--- config.mk ---
export PLATFORM = sky130hd
export DESIGN_NAME = uart_rx_frame_counter
export DESIGN_NICKNAME = d
export VERILOG_FILES = /design/src/rtl/uart_rx_frame_counter.sv
export SDC_FILE = /design/constraint.sdc
export NUM_CORES = 1
export LEC_CHECK = 0
export ABC_AREA = 0
export CAP_MARGIN = 10
export CORE_MARGIN = 3
export CORE_UTILIZATION = 40
export CTS_CLUSTER_SIZE = 20
export DETAILED_ROUTE_END_ITERATION = 12
export HOLD_SLACK_MARGIN = 0.02
export PLACE_DENSITY = 0.58
export SLEW_MARGIN = 5
export SYNTH_ARGS = -nofsm -noshare
export SYNTH_HDL_FRONTEND = slang
export SYNTH_SLANG_ARGS = --single-unit
--- constraint.sdc ---
create_clock -name CLK -period 8.8 [get_ports CLK]
set_input_delay 1.76 -clock CLK [delete_from_list [all_inputs] [get_ports CLK]]
set_output_delay 1.76 -clock CLK [all_outputs]
set_load 0.01 [all_outputs]
--- src/rtl/uart_rx_frame_counter.sv ---
// Oversampling edge/bit counter for the UART receiver: counts edges per bit
// against a latched prescale, emits centre-tap sample strobes and bit/frame pulses.
module uart_rx_frame_counter #(
    parameter int PRESCALE_W = 6,
    parameter int DATA_W     = 8,
    parameter int BIT_CNT_W  = 4
) (
    input  logic                  CLK,
    input  logic                  RST,
    input  logic                  Enable,
    input  logic [PRESCALE_W-1:0] Prescale,
    input  logic                  Par_En,
    input  logic                  Stop2,
    output logic [PRESCALE_W-1:0] edge_count,
    output logic [BIT_CNT_W-1:0]  bit_count,
    output logic                  sample_stb,
    output logic [1:0]            sample_idx,
    output logic                  bit_done,
    output logic                  frame_done,
    output logic                  Busy
);

    localparam logic [1:0] S_IDLE  = 2'd0;
    localparam logic [1:0] S_COUNT = 2'd1;
    localparam logic [1:0] S_DONE  = 2'd2;

    localparam logic [PRESCALE_W-1:0] P_MIN  = PRESCALE_W'(4);
    localparam logic [PRESCALE_W-1:0] P_ONE  = PRESCALE_W'(1);
    localparam logic [BIT_CNT_W-1:0]  B_ONE  = BIT_CNT_W'(1);
    localparam logic [BIT_CNT_W-1:0]  N_BASE = BIT_CNT_W'(DATA_W + 2);

    logic [1:0]            r_state;
    logic [PRESCALE_W-1:0] r_prescale;
    logic [BIT_CNT_W-1:0]  r_numBits;
    logic [PRESCALE_W-1:0] r_edge;
    logic [BIT_CNT_W-1:0]  r_bit;
    logic                  r_sampleStb;
    logic [1:0]            r_sampleIdx;
    logic                  r_bitDone;
    logic                  r_frameDone;
    logic                  r_busy;

    logic [1:0]            w_stateNxt;
    logic [PRESCALE_W-1:0] w_prescaleNxt;
    logic [BIT_CNT_W-1:0]  w_numBitsNxt;
    logic [PRESCALE_W-1:0] w_edgeNxt;
    logic [BIT_CNT_W-1:0]  w_bitNxt;
    logic [PRESCALE_W-1:0] w_prescaleIn;
    logic [BIT_CNT_W-1:0]  w_numBitsIn;
    logic                  w_lastEdge;
    logic                  w_lastBit;
    logic [PRESCALE_W-1:0] w_centre;
    logic                  w_stbNxt;
    logic [1:0]            w_idxNxt;
    logic                  w_bitDoneNxt;
    logic                  w_frameDoneNxt;
    logic                  w_busyNxt;

    // Oversample ratios below 4 cannot place three distinct centre taps, so clamp.
    assign w_prescaleIn = (Prescale < P_MIN) ? P_MIN : Prescale;
    assign w_numBitsIn  = N_BASE + BIT_CNT_W'(Par_En) + BIT_CNT_W'(Stop2);

    assign w_lastEdge = (r_edge == (r_prescale - P_ONE));
    assign w_lastBit  = (r_bit == (r_numBits - B_ONE));

    always_comb begin
        w_stateNxt    = r_state;
        w_prescaleNxt = r_prescale;
        w_numBitsNxt  = r_numBits;
        w_edgeNxt     = '0;
        w_bitNxt      = '0;
        case (r_state)
            S_IDLE: begin
                if (Enable) begin
                    w_stateNxt    = S_COUNT;
                    w_prescaleNxt = w_prescaleIn;
                    w_numBitsNxt  = w_numBitsIn;
                end
            end
            S_COUNT: begin
                if (!Enable) begin
                    w_stateNxt = S_IDLE;
                end else if (w_lastEdge && w_lastBit) begin
                    w_stateNxt = S_DONE;
                end else if (w_lastEdge) begin
                    w_bitNxt = r_bit + B_ONE;
                end else begin
                    w_edgeNxt = r_edge + P_ONE;
                    w_bitNxt  = r_bit;
                end
            end
            S_DONE: begin
                if (!Enable) begin
                    w_stateNxt = S_IDLE;
                end
            end
            default: begin
                w_stateNxt = S_IDLE;
            end
        endcase
    end

    // Strobes are derived from the next counter values so they line up with the registered counters.
    assign w_centre = w_prescaleNxt >> 1;
    assign w_busyNxt = (w_stateNxt == S_COUNT);

    always_comb begin
        w_stbNxt       = 1'b0;
        w_idxNxt       = 2'd0;
        w_bitDoneNxt   = 1'b0;
        w_frameDoneNxt = 1'b0;
        if (w_busyNxt) begin
            if (w_edgeNxt == (w_centre - P_ONE)) begin
                w_stbNxt = 1'b1;
                w_idxNxt = 2'd0;
            end else if (w_edgeNxt == w_centre) begin
                w_stbNxt = 1'b1;
                w_idxNxt = 2'd1;
            end else if (w_edgeNxt == (w_centre + P_ONE)) begin
                w_stbNxt = 1'b1;
                w_idxNxt = 2'd2;
            end
            w_bitDoneNxt   = (w_edgeNxt == (w_prescaleNxt - P_ONE));
            w_frameDoneNxt = w_bitDoneNxt && (w_bitNxt == (w_numBitsNxt - B_ONE));
        end
    end

    always_ff @(posedge CLK) begin
        if (RST) begin
            r_state     <= S_IDLE;
            r_prescale  <= '0;
            r_numBits   <= '0;
            r_edge      <= '0;
            r_bit       <= '0;
            r_sampleStb <= 1'b0;
            r_sampleIdx <= 2'd0;
            r_bitDone   <= 1'b0;
            r_frameDone <= 1'b0;
            r_busy      <= 1'b0;
        end else begin
            r_state     <= w_stateNxt;
            r_prescale  <= w_prescaleNxt;
            r_numBits   <= w_numBitsNxt;
            r_edge      <= w_edgeNxt;
            r_bit       <= w_bitNxt;
            r_sampleStb <= w_stbNxt;
            r_sampleIdx <= w_idxNxt;
            r_bitDone   <= w_bitDoneNxt;
            r_frameDone <= w_frameDoneNxt;
            r_busy      <= w_busyNxt;
        end
    end

    assign edge_count = r_edge;
    assign bit_count  = r_bit;
    assign sample_stb = r_sampleStb;
    assign sample_idx = r_sampleIdx;
    assign bit_done   = r_bitDone;
    assign frame_done = r_frameDone;
    assign Busy       = r_busy;

endmodule

==> flow_summary.toml <==
[run_status]
status = "finished, final reports clean"

[setup_path]
reg2reg_depth = 11
crit_required_ns = 9.03
critPathMaxFanout = 11
cp_data_arrival_time_ns = 4.87
cp-start-kind = "input pin"
endpoint_kind = "flop"
critPathKind = "in2reg"

[sta]
timing.final.crit_share_pct = 52.8
fin_skew_ns = 0.00534
drv_slew = 0
grt_setup_unrepaired = "no"
fin_tns_setup_ns = 0
max_freq_mhz = 215
setup_violations = 0
fin_crit_ns = 4.65
hold_viol_final = 0
worst_pin_slew_ns = 0.932
holdWs_ns = 0.510
max_slew_margin_pct = 37.7

[cts]
cts_max_level = 1
clock_path_buffers = 2
numCtsBuffers = 3
clkLatencyLatePin_ns = 0.27
clock-sinks = 28
ctsResizeCount = 0
cts-hold-fix-buffers = 0
root_buffer = "clkbuf_8"
clk_pin_slew_ns = 0.10
cts_tree = "yes"
post_cts_buffers = 0

[floorplanning]
ioPinCount = 27
die_width_um = 79.4
core_um2 = 5170
start_util_pct = 41.7
dieArea_um2 = 6300
die_h_um = 79.4
fp-row-count = 26

[layout]
syn_to_final_growth_pct = 16.7
multi_input_area_um2 = 1500
final_cell_mix = "34 x nor2_1, 28 x dfxtp_1, 26 x clkdlybuf4s50_1"
num-fill-cells = 509
final_nets = 302
final_core_util_pct = 48.6
diodes = 0
regArea_um2 = 561
final_common_cell = "nor2_1"
drive_gt1_share_pct = 10.4

[yosys]
synth-main-ff-cell = "dfxtp_1"
synth-edff-count = 0
postSynthNetCount = 277
ys_ff_latch = 28
syn_inst = 256
synthArstFlopShare_pct = 0
ys_warn_count = 0
avgSynthCellArea_um2 = 8.42
synth_cell_types = 63
syn_area_um2 = 2150
yosysSeqAreaShare_pct = 26.0

[pwr]
powerDensity_nw_per_um2 = 119
leakagePower_nw = 0.901
ir_worst_vdd_v = 0.0000681

[global_routing]
antenna_found_initial = 0
overflow = 0
grt_pass1_vias = 1804
grt_pass1_wl_um = 9050
grt_max_degree = 24
grt_usage_pct = 18.2

[routing]
vias = 1919
wl_per_cell_um = 15.3
drtIter0Drc = 63
drc = 0
avgViaCountPerCell = 5.50
drtAntennaViolNets = 0
drt_wl_total_um = 5360
drt_pass1_iterations = 4

[hold_path]
holdCritPathClass = "reg2reg"
min_path_cells = 2

[placement]
place_congestion = 0.853
dpl.hpwl_um = 4120
io_buffers = 26

[job]
max-cap-violations = 0
==> flip-flops by register name, summed over array words and instances (netlist names) <==
register	flops
edge_count	6
r_prescale	6
bit_count	4
r_numBits	4
r_state	2
sample_idx	2
Busy	1
bit_done	1
frame_done	1
sample_stb	1
==> report_power, final <==
group | leakage, nW | internal [mW] | switching [mW] | total, mW
combinational | 0.651 | 0.0415 | 0.0502 | 0.0917
clock | 0.0216 | 0.0308 | 0.0391 | 0.0699
sequential | 0.228 | 0.131 | 0.00547 | 0.136
==> routing by layer <==
layer / vias to the layer above / share of wire [%] / routed length, um / global-route usage, %
met5: - / 0 / 0 / 0
met4: 0 / 1.7 / 92 / 5.50
met3: 8 / 3.0 / 159 / 2.26
met2: 37 / 48 / 2570 / 30.4
met1: 903 / 47 / 2540 / 24.4
li1: 971 / - / - / -
==> cell families (layout without fill, tap and decap cells) <==
| kind of cell | Yosys count | after routing | share of synthesized area, % |
|---|---|---|---|
| muxes | 10 | 10 | 5.52 |
| DFF | 28 | 28 | 26.0 |
| and+or+nand+nor | 105 | 105 | 26.6 |
| buffers and inverters | 23 | 46 | 4.53 |
| adders and majority gates | 10 | 10 | 5.81 |
| AOI/OAI and AO/OA | 44 | 44 | 16.6 |
| xor gates and xnor gates | 36 | 36 | 15.0 |
==> layout make-up <==
type,count,share of cell area (%)
multi-input cells,205,59.5
flip-flops and latches,28,22.3
repair buffers,27,10.7
well taps,70,3.48
inverters,16,2.39
clock buffers,3,1.64
==> stage by stage <==
step	instance area, um2	total power [mW]	setup slack [ns]	std cells
after floorplan	2150	0.209	4.67	256
after global routing	2510	0.320	3.91	349
after detailed placement	2470	0.231	3.86	346
after global placement	2470	0.230	3.98	346
after CTS	2510	0.300	4.16	349
final	2510	0.298	4.15	349
==> cells in the mapped netlist (2+ instances only) <==
master,n,area (um2)
dfxtp_1,28,561
nor3_1,17,85.1
xor2_1,14,123
inv_1,16,60.1
mux2i_2,3,41.3
mux2_2,2,22.5
o21ai_0,9,45.0
nand2_1,11,41.3
clkbuf_1,3,11.3
o32ai_1,2,17.5
and3b_1,2,17.5
a21oi_1,8,40.0
xnor2_1,21,184
and2b_1,2,15.0
nor3b_1,3,22.5
buf_2,3,15.0
nor2_1,34,128
nor4_1,5,31.3
mux2i_1,4,40.0
ha_1,10,125
a31oi_1,4,25.0
nand3_1,10,50.1
and3_1,3,18.8
nor4_2,3,37.5
==> worst paths after layout <==
kind,from,endpoint,slack (ns)
worst max-delay path,Enable,frame_done,4.15
worst min-delay path,r_numBits[3],r_numBits[3],0.51
worst max register to register,r_prescale[0],sample_stb,5.54
worst min register to register,r_numBits[3],r_numBits[3],0.51
==> critical path, cell delays in order <==
cell             delay (ns)
clkdlybuf4s50_1        0.50
or3b_1                 0.58
a32oi_4                0.45
ha_1                   0.24
inv_1                  0.04
o221ai_1               0.22
xor2_1                 0.28
xnor2_1                0.10
nor4_1                 0.20
nor2_1                 0.06
and4b_1                0.27
o2111a_1               0.16
Power figures use the tool's default switching activity.
